**config.mk**
```make
export PLATFORM = sky130hd
export DESIGN_NAME = fpu_issue_ctrl
export DESIGN_NICKNAME = d
export VERILOG_FILES = /design/src/rtl/fpu_pkg.sv /design/src/rtl/fpu_op_decode.sv /design/src/rtl/fpu_issue_ctrl.sv
export SDC_FILE = /design/constraint.sdc
export NUM_CORES = 1
export LEC_CHECK = 0
export CELL_PAD_IN_SITES_DETAIL_PLACEMENT = 0
export CELL_PAD_IN_SITES_GLOBAL_PLACEMENT = 1
export CORE_ASPECT_RATIO = 0.7
export CORE_MARGIN = 3
export CORE_UTILIZATION = 49
export DETAILED_ROUTE_END_ITERATION = 7
export GPL_TIMING_DRIVEN = 0
export PLACE_DENSITY_LB_ADDON = 0.25
export SYNTH_ARGS = -nofsm -noshare
export SYNTH_HDL_FRONTEND = slang
export SYNTH_SLANG_ARGS = --single-unit
export TNS_END_PERCENT = 20
```
**constraint.sdc**
```tcl
create_clock -name clk -period 3.3 [get_ports clk]
set_clock_uncertainty 0.05 [all_clocks]
set_input_delay 0.66 -clock clk [delete_from_list [all_inputs] [get_ports clk]]
set_output_delay 0.66 -clock clk [all_outputs]
set_load 0.01 [all_outputs]
```
**src/rtl/fpu_pkg.sv**
```systemverilog
// Shared FP issue definitions: funct7/funct3 encodings, FPU op select and
// per-op latencies used by the issue scoreboard.
package fpu_pkg;

  localparam int TAGW_DEF = 5;
  localparam int LAT_ADD  = 2;
  localparam int LAT_MUL  = 2;
  localparam int LAT_DIV  = 8;
  localparam int LAT_CVT  = 1;
  localparam int LAT_CMP  = 1;
  localparam int MAXLAT   = 16;
  localparam int LATW     = $clog2(MAXLAT);
  localparam int DCW      = $clog2(LAT_DIV);

  localparam logic [6:0] F7_FADD   = 7'b0000000;
  localparam logic [6:0] F7_FSUB   = 7'b0000100;
  localparam logic [6:0] F7_FMUL   = 7'b0001000;
  localparam logic [6:0] F7_FDIV   = 7'b0001100;
  localparam logic [6:0] F7_FSQRT  = 7'b0101100;
  localparam logic [6:0] F7_FCMP   = 7'b1010000;
  localparam logic [6:0] F7_FCVTWS = 7'b1100000;
  localparam logic [6:0] F7_FCVTSW = 7'b1101000;

  localparam logic [2:0] F3_FEQ = 3'b010;
  localparam logic [2:0] F3_FLT = 3'b001;
  localparam logic [2:0] F3_FLE = 3'b000;

  typedef enum logic [3:0] {
    FPU_ADD   = 4'd0,
    FPU_SUB   = 4'd1,
    FPU_MUL   = 4'd2,
    FPU_DIV   = 4'd3,
    FPU_SQRT  = 4'd4,
    FPU_CVTWS = 4'd5,
    FPU_FEQ   = 4'd6,
    FPU_FLT   = 4'd7,
    FPU_FLE   = 4'd8,
    FPU_CVTSW = 4'd9
  } fpuctl_e;

  typedef logic [LATW-1:0] lat_t;

  function automatic lat_t op_latency(fpuctl_e op);
    case (op)
      FPU_ADD, FPU_SUB:     return lat_t'(LAT_ADD);
      FPU_MUL:              return lat_t'(LAT_MUL);
      FPU_DIV, FPU_SQRT:    return lat_t'(LAT_DIV);
      FPU_CVTWS, FPU_CVTSW: return lat_t'(LAT_CVT);
      default:              return lat_t'(LAT_CMP);
    endcase
  endfunction

endpackage

```
**src/rtl/fpu_op_decode.sv**
```systemverilog
// Combinational FP instruction decode: funct7/funct3 to FPU op select,
// operand-source and mode flags, plus illegal and divider-use indications.
module fpu_op_decode
  import fpu_pkg::*;
(
  input  logic [6:0] funct7_i,
  input  logic [2:0] funct3_i,
  output fpuctl_e    ctl_o,
  output logic       srca_o,
  output logic       mode_o,
  output logic       illegal_o,
  output logic       is_div_o
);

  always_comb begin
    ctl_o     = FPU_ADD;
    srca_o    = 1'b0;
    mode_o    = 1'b0;
    illegal_o = 1'b0;
    is_div_o  = 1'b0;
    case (funct7_i)
      F7_FADD:  ctl_o = FPU_ADD;
      F7_FSUB:  ctl_o = FPU_SUB;
      F7_FMUL:  ctl_o = FPU_MUL;
      F7_FDIV: begin
        ctl_o    = FPU_DIV;
        is_div_o = 1'b1;
      end
      F7_FSQRT: begin
        ctl_o    = FPU_SQRT;
        is_div_o = 1'b1;
      end
      F7_FCVTWS: begin
        ctl_o  = FPU_CVTWS;
        mode_o = (funct3_i == 3'b010);
      end
      F7_FCVTSW: begin
        ctl_o  = FPU_CVTSW;
        srca_o = 1'b1;
      end
      F7_FCMP: begin
        case (funct3_i)
          F3_FEQ:  ctl_o = FPU_FEQ;
          F3_FLT:  ctl_o = FPU_FLT;
          F3_FLE:  ctl_o = FPU_FLE;
          default: illegal_o = 1'b1;
        endcase
      end
      default: illegal_o = 1'b1;
    endcase
  end

endmodule

```
**src/rtl/fpu_issue_ctrl.sv**
```systemverilog
// FP issue control: decodes the op, stalls on writeback-slot or divider
// conflicts, and tracks in-flight results so exactly one writes back per cycle.
module fpu_issue_ctrl
  import fpu_pkg::*;
#(
  parameter int TAGW = TAGW_DEF
) (
  input  logic            clk,
  input  logic            rstn,
  input  logic            flush,
  input  logic            in_valid,
  output logic            in_ready,
  input  logic [2:0]      funct3,
  input  logic [6:0]      funct7,
  input  logic [TAGW-1:0] rd,
  output logic            fpu_valid,
  output logic [3:0]      fpucontrol,
  output logic            fpusrca,
  output logic            mode,
  output logic            illegal,
  output logic            wb_valid,
  output logic [TAGW-1:0] wb_rd,
  output logic            busy
);

  fpuctl_e dec_ctl;
  logic    dec_illegal;
  logic    dec_is_div;
  lat_t    lat;
  lat_t    lat_m1;
  logic    accept;
  logic    accept_legal;

  logic [MAXLAT-1:0] slot_q, slot_d;
  logic [TAGW-1:0]   tag_q [MAXLAT];
  logic [TAGW-1:0]   tag_d [MAXLAT];
  logic [DCW-1:0]    divcnt_q, divcnt_d;

  fpu_op_decode u_decode (
    .funct7_i  (funct7),
    .funct3_i  (funct3),
    .ctl_o     (dec_ctl),
    .srca_o    (fpusrca),
    .mode_o    (mode),
    .illegal_o (dec_illegal),
    .is_div_o  (dec_is_div)
  );

  assign lat    = op_latency(dec_ctl);
  assign lat_m1 = lat - LATW'(1);

  // slot_q[lat] shifts into slot[lat-1] at this edge, so it is the one to test.
  always_comb begin
    in_ready = 1'b0;
    if (!flush) begin
      if (dec_illegal) in_ready = 1'b1;
      else             in_ready = !slot_q[lat] && !(dec_is_div && (divcnt_q != '0));
    end
  end

  assign accept       = in_valid && in_ready;
  assign accept_legal = accept && !dec_illegal;

  assign fpu_valid  = accept;
  assign fpucontrol = dec_ctl;
  assign illegal    = accept && dec_illegal;

  always_comb begin
    slot_d = {1'b0, slot_q[MAXLAT-1:1]};
    for (int i = 0; i < MAXLAT - 1; i++) tag_d[i] = tag_q[i+1];
    tag_d[MAXLAT-1] = tag_q[MAXLAT-1];
    divcnt_d = (divcnt_q != '0) ? divcnt_q - DCW'(1) : '0;
    if (flush) begin
      slot_d   = '0;
      divcnt_d = '0;
    end else if (accept_legal) begin
      slot_d[lat_m1] = 1'b1;
      tag_d[lat_m1]  = rd;
      if (dec_is_div) divcnt_d = DCW'(LAT_DIV - 1);
    end
  end

  always_ff @(posedge clk or negedge rstn) begin
    if (!rstn) begin
      slot_q   <= '0;
      divcnt_q <= '0;
      for (int i = 0; i < MAXLAT; i++) tag_q[i] <= '0;
    end else begin
      slot_q   <= slot_d;
      divcnt_q <= divcnt_d;
      for (int i = 0; i < MAXLAT; i++) tag_q[i] <= tag_d[i];
    end
  end

  assign wb_valid = slot_q[0];
  assign wb_rd    = tag_q[0];
  assign busy     = (|slot_q) || (divcnt_q != '0);

endmodule

```
**Word level (Yosys, flattened, before mapping)**

Index checks and enable logic that the tools add are counted.

- Logic and storage cells: 88
- Memory bits (read-only): 0
- Bits in latches: 0
- Input bits: 19
- Flip-flop bits (word level): 99
- Output and inout port bits: 16
- Bits in writable memories: 0
- Memories kept: 0

- Shift-type cells: 0
- Reductions and logical operators: 22
- Eq/ne operators: 13
- Div/mod/pow operators: 0
- $add $sub $neg: 2
- $lt $le $gt $ge: 5
- Mux-type cells: 25
- Bitwise operators: 3
- Multiply operators: 0

Operators with widths:

| operator | count |
|---|---|
| $mux 80 | 2 |
| $bwmux 80 | 1 |
| $mux 16 | 2 |
| $pmux 4 s7 | 1 |
| $eq 7x7->1 const B | 3 |
| $demux 5 s4 | 1 |
| $or 15x16->16 | 1 |
| $reduce_or 16->1 | 1 |
| $eq 7x4->1 const B | 2 |
| $mux 3 | 4 |
| $pmux 4 s3 | 1 |
| $lt 4x5->1 const B | 2 |
| $eq 4x2->1 const B | 2 |
| $mux 1 | 8 |
| $pmux 4 s2 | 1 |
| $eq 7x3->1 const B | 1 |
| $eq 7x6->1 const B | 1 |
| $logic_and 1x1->1 | 7 |
| $logic_not 7->1 | 1 |
| $reduce_or 7->1 | 1 |
| $reduce_or 3->1 | 2 |
| $ge 5x5->1 const B | 1 |
| $lt 5x1->1 const B | 1 |
| $mux 5 | 1 |
| other kinds (19) | 22 |

**Depth between registers and ports, before layout**

- Depth after elaboration: 16
- Mapped depth: 6
- Gate-level depth less buffers: 5

**Hierarchy**

From an unflattened synthesis, not the netlist that was laid out.

- Cells, all modules: 277
- Area, all modules: 3587.2 µm²

Modules (own cells, without submodules):

| module | area each (µm²) | times used | cells each | seq. area each (µm²) |
|---|---|---|---|---|
| fpu_issue_ctrl | 3340.7 | 1 | 244 | 2477.4 |
| fpu_op_decode | 246.5 | 1 | 33 | 0.0 |

**Least setup slack after synthesis**

OpenSTA, ideal clock, no wires.

- Path kind: input port to output port
- Start point: in funct7[5]
- End point: out fpu_valid
- Stages on the path: 6
- Buffers on the path: 1
- Arrival: 1946 ps
- Path slack: 644 ps
- Required time: 2590 ps
- Cells stage by stage: nor2b_1 buf_2 a31o_2 a211o_1 and3_1 nor3_1

- Cells in the longest elaborated chain, start to end: 12
- Elaborated cells on any way between the ends: 30
- Those cells by class: eq/ne (11); mux (8); reduce/logical (11)

RTL lines:

| item | line | RTL |
|---|---|---|
| start: declaration | fpu_issue_ctrl.sv:14 | `input logic [6:0] funct7,` |
| $eq 7x7->1 (tied with other cells) | fpu_op_decode.sv:21 | `case (funct7_i)` |
| $pmux 4 s7 | fpu_op_decode.sv:21 |  |
| $eq 4x2->1 (tied with other cells) | fpu_pkg.sv:44 | `case (op)` |
| $reduce_or 3->1 (no source line) or $reduce_or 2->1 (tied branches) | n/a |  |
| $pmux 4 s2 | fpu_pkg.sv:44 |  |
| $bmux 1 s4 | fpu_issue_ctrl.sv:57 | `else in_ready = !slot_q[lat] && !(dec_is_div && (divcnt_q != '0));` |
| $mux 1 (implied by the code) | fpu_issue_ctrl.sv:57 |  |
| $logic_not 1->1 | fpu_issue_ctrl.sv:57 |  |
| $logic_and 1x1->1 | fpu_issue_ctrl.sv:57 |  |
| $mux 1 (*) | fpu_issue_ctrl.sv:56 | `if (dec_illegal) in_ready = 1'b1;` |
| $mux 1 (*) | fpu_issue_ctrl.sv:55 | `if (!flush) begin` |
| $logic_and 1x1->1 (*) | fpu_issue_ctrl.sv:61 | `assign accept = in_valid && in_ready;` |
| end: declaration | fpu_issue_ctrl.sv:16 | `output logic fpu_valid,` |

Every way passes the cells marked *; elsewhere a longest branch is shown, timed or not. The select of a mux whose other input is x is not followed.

**Final worst setup path**

- Start point: in funct3[0]
- End point: out in_ready

- Cells in the longest elaborated chain, start to end: 12
- Elaborated cells on any way between the ends: 22
- Those cells by class: eq/ne (6); mux (9); reduce/logical (7)

RTL lines:

| item | line | RTL |
|---|---|---|
| start: declaration | fpu_issue_ctrl.sv:13 | `input logic [2:0] funct3,` |
| $eq 3x1->1 (tied with other cells) | fpu_op_decode.sv:42 | `case (funct3_i)` |
| $pmux 4 s3 | fpu_op_decode.sv:42 |  |
| $pmux 4 s7 | fpu_op_decode.sv:21 |  |
| $eq 4x2->1 (tied with other cells) | fpu_pkg.sv:44 |  |
| $reduce_or 3->1 (no source line) or $reduce_or 2->1 (tied branches) | n/a |  |
| $pmux 4 s2 | fpu_pkg.sv:44 |  |
| $bmux 1 s4 | fpu_issue_ctrl.sv:57 |  |
| $mux 1 (implied by the code) | fpu_issue_ctrl.sv:57 |  |
| $logic_not 1->1 | fpu_issue_ctrl.sv:57 |  |
| $logic_and 1x1->1 | fpu_issue_ctrl.sv:57 |  |
| $mux 1 (*) | fpu_issue_ctrl.sv:56 |  |
| $mux 1 (*) | fpu_issue_ctrl.sv:55 |  |
| end: declaration | fpu_issue_ctrl.sv:12 | `output logic in_ready,` |

Marked as above.

==> out/metrics.csv <==
stage,metric,value,unit
sta,post-layout min period,3.23,ns
place,Final HPWL DP,3550,um
clock_tree,TritonCTS Buffers,9,
global_routing,number of global-route vias before repair,1917,
place,PortBufs,34,
worst_setup_path,critical path launch point type,primary input,
worst_setup_path,worst reg2reg path endpoint,wb_rd[2]$_DFF_PN0_,
global_routing,largest net degree at the start of global routing,55,
synth,Netlist cell types,41,
run_status,status,completed,
floorplan,Initial Util,0.513,
worst_setup_path,Worst Path Max Fanout,5,
drt,Final ANT Viol Nets,0,
min_path,Min-Delay Path Class,in -> async,
sta,# setup viols final,0,
place,DP Area,4020,um^2
clock_tree,clk slew on worst S/H paths,0.09,ns
drt,routed len/inst,13.3,um
worst_setup_path,WP buf/inv,2,
synth,sequential fraction of the synthesis area,0.701,
drt,DR DRC count,0,
drt,Initial DRC Count,78,
worst_setup_path,Setup CP Type,in -> out,
worst_setup_path,element type at the critical path end,output pin,
synth,Synth Instances,272,
sta,WHS,0.277,ns
floorplan,Die Y,77.0,um
worst_setup_path,"Req. time, crit path",2.59,ns
worst_setup_path,RR Startpoint,slot_q[1]$_DFF_PN0_,
cells_and_area,# diodes,0,
worst_setup_path,CP cell instances,clkdlybuf4s50_1 -> nand2_1 -> a21o_1 -> a211o_1 -> and3_4 -> nor3_1 -> dlygate4sd2_1,
sta,setup TNS,0,ns
sta,Worst-Margin Slew,0.682,ns
global_routing,gr usage total,0.150,
synth,Synthesized Nets,291,
floorplan,full die area,8280,um^2
floorplan,core area,6880,um^2
worst_setup_path,R2R Setup Slk,1.18,ns
clock_tree,root buffer cell,clkbuf_8,
drt,vias per cell,4.76,
pwr,power density cells,496,nW/um^2
cells_and_area,Final nets,342,
drt,WL final,5610,um
synth,Synth warnings,0,
sta,final hold violation count,0,
sta,fin crit share,0.980,
floorplan,Boundary Pins,35,
place,RePlAce Congestion,0.854,
floorplan,num rows,25,
clock_tree,clk sinks,99,
worst_setup_path,Worst path max stage delay,0.59,ns
sta,unrepaired setup endpoints after global routing,no,
drt,Vias,2007,
synth,number of synthesized register bits,99,
pwr,Static Leak,2.15,nW
synth,Syn Area/Cell,13.0,um^2
clock_tree,CTS tree,yes,
sta,Relative slew margins,0.545,
floorplan,die width,107,um
worst_setup_path,CP Data Arrival Time,2.52,ns
synth,Post-Syn Area,3530,um^2
cells_and_area,post-route cell area,4310,um^2
sta,Max Freq,0.309,GHz
cells_and_area,"commonest non-fill, non-tap cell in the layout",dfrtp_1,
worst_setup_path,R2R depth,3,
flow_run,maxcap violations,0,
clock_tree,worst skew pair latency,0.36,ns
worst_setup_path,CP max-delay cell,clkdlybuf4s50_1,
cells_and_area,most frequent cells in the layout,"dfrtp_1, clkbuf_1, clkdlybuf4s50_1",
global_routing,initial antenna violation count,0,
place,placed cells,401,
global_routing,first-pass GRT wire length,9390,um
global_routing,grt total ovfl,0,
clock_tree,hold buffers post-CTS,0,
clock_tree,H-tree Lvls,3,
cells_and_area,fin util,0.626,
drt,first drt pass iteration count,4,
cells_and_area,fin cells,422,
cells_and_area,share of layout cells above drive strength 1,0.171,
pwr,Max VDD drop,0.355,mV
cells_and_area,area grow syn2layout,21.9,%
clock_tree,Max clock buf depth,2,
worst_setup_path,Top delay family on crit path,buffers and inverters,
cells_and_area,fillers,532,
sta,Final Slew Violations,0,
==> synthesized netlist by cell type <==
| cell type | count | area share |
|---|---|---|
| xor2_1 | 2 | 0.0050 |
| a32oi_1 | 1 | 0.0025 |
| a22o_1 | 1 | 0.0025 |
| a21boi_0 | 1 | 0.0021 |
| mux2_2 | 12 | 0.038 |
| nor3_1 | 4 | 0.0057 |
| dfrtp_1 | 99 | 0.70 |
| nor2_1 | 5 | 0.0053 |
| nand3b_1 | 1 | 0.0021 |
| a21oi_2 | 1 | 0.0025 |
| and3b_1 | 1 | 0.0025 |
| nor4_1 | 4 | 0.0071 |
| a211o_1 | 2 | 0.0050 |
| o32ai_1 | 1 | 0.0025 |
| a2111o_1 | 1 | 0.0032 |
| nor2b_1 | 15 | 0.027 |
| nor4b_1 | 2 | 0.0050 |
| nand2_1 | 6 | 0.0064 |
| o32a_4 | 1 | 0.0064 |
| nand3_1 | 2 | 0.0028 |
| buf_2 | 1 | 0.0014 |
| o2bb2ai_1 | 1 | 0.0025 |
| o21ai_0 | 3 | 0.0042 |
| a211oi_1 | 2 | 0.0042 |
| nor3b_1 | 2 | 0.0042 |
| clkbuf_1 | 66 | 0.070 |
| o2111a_1 | 1 | 0.0032 |
| a221oi_1 | 1 | 0.0025 |
| nor4b_4 | 1 | 0.0067 |
| buf_4 | 5 | 0.011 |
| or3_1 | 2 | 0.0035 |
| a21oi_1 | 5 | 0.0071 |
| o41ai_1 | 1 | 0.0025 |
| mux2_1 | 3 | 0.0096 |
| and2_1 | 1 | 0.0018 |
| inv_1 | 4 | 0.0042 |
| a21o_1 | 4 | 0.0085 |
| a2111oi_4 | 1 | 0.0078 |
| a31o_2 | 1 | 0.0025 |
| conb_1 | 1 | 0.0011 |
| and3_1 | 4 | 0.0071 |
==> worst max path at each step <==
stage	to	depth (start not counted)	slack, ns	from
floorplan	fpu_valid	6	0.64	funct7[5]
global placement	tag_q[53]$_DFF_PN0_	1	-2.01	rstn
detailed placement	fpu_valid	7	-0.53	funct7[3]
CTS	fpu_valid	7	-0.002	funct3[2]
global route	in_ready	8	0.002	funct3[2]
finish	in_ready	7	0.07	funct3[0]
==> cell type report <==
class,count,area [um^2],area share
Clock buffer,10,138,0.0320
Sequential cell,99,2480,0.575
Clock inverter,6,78.8,0.0183
Timing Repair Buffer,40,394,0.0915
Buffer,72,290,0.0674
Inverter,4,15.0,0.00349
Tap cell,94,118,0.0273
Multi-Input combinational cell,97,796,0.185
==> kinds of logic after synthesis <==
| group | share of synthesized area |
|---|---|
| compound gates | 0.0716 |
| xor+xnor | 0.00496 |
| buf+inv | 0.0864 |
| flops | 0.701 |
| mux | 0.0478 |
| other cells | 0.00106 |
| simple gates | 0.0868 |
==> state kept, by name, indices dropped and copies added (netlist names), named ones only <==
| signal | count |
|---|---|
| divcnt_q | 3 |
| wb_rd | 5 |
| slot_q | 16 |
| tag_q | 70 |
==> power breakdown <==
part           leakage [nW]  switching, W  internal, W
sequential             1.38    0.00000211      0.00122
clock                 0.111      0.000421     0.000387
combinational         0.658     0.0000641    0.0000446
total                  2.15      0.000487      0.00165
==> timing repair <==
item | CTS | global route
endpoints found under the setup margin | 7 | 3
buffers inserted | 3 | 2
resized for setup | 18 | 9
pin swaps | 3 | 4
gates cloned | 0 | 0
==> metrics by stage <==
step | setup slack [ns] | power [W]
floorplan | 0.644 | 0.00127
global placement | -2.01 | 0.00134
detailed placement | -0.526 | 0.00135
CTS | -0.00170 | 0.00216
global route | 0.00218 | 0.00224
finish | 0.0668 | 0.00214
==> metal layers <==
layer	vias up	global-route usage	wire length (um)
met5	-	0	0
li1	948	-	-
met4	0	0.0555	63
met2	51	0.199	2470
met1	1001	0.215	2670
met3	7	0.0723	394
Note: power is estimated with default switching activity, not from simulation.
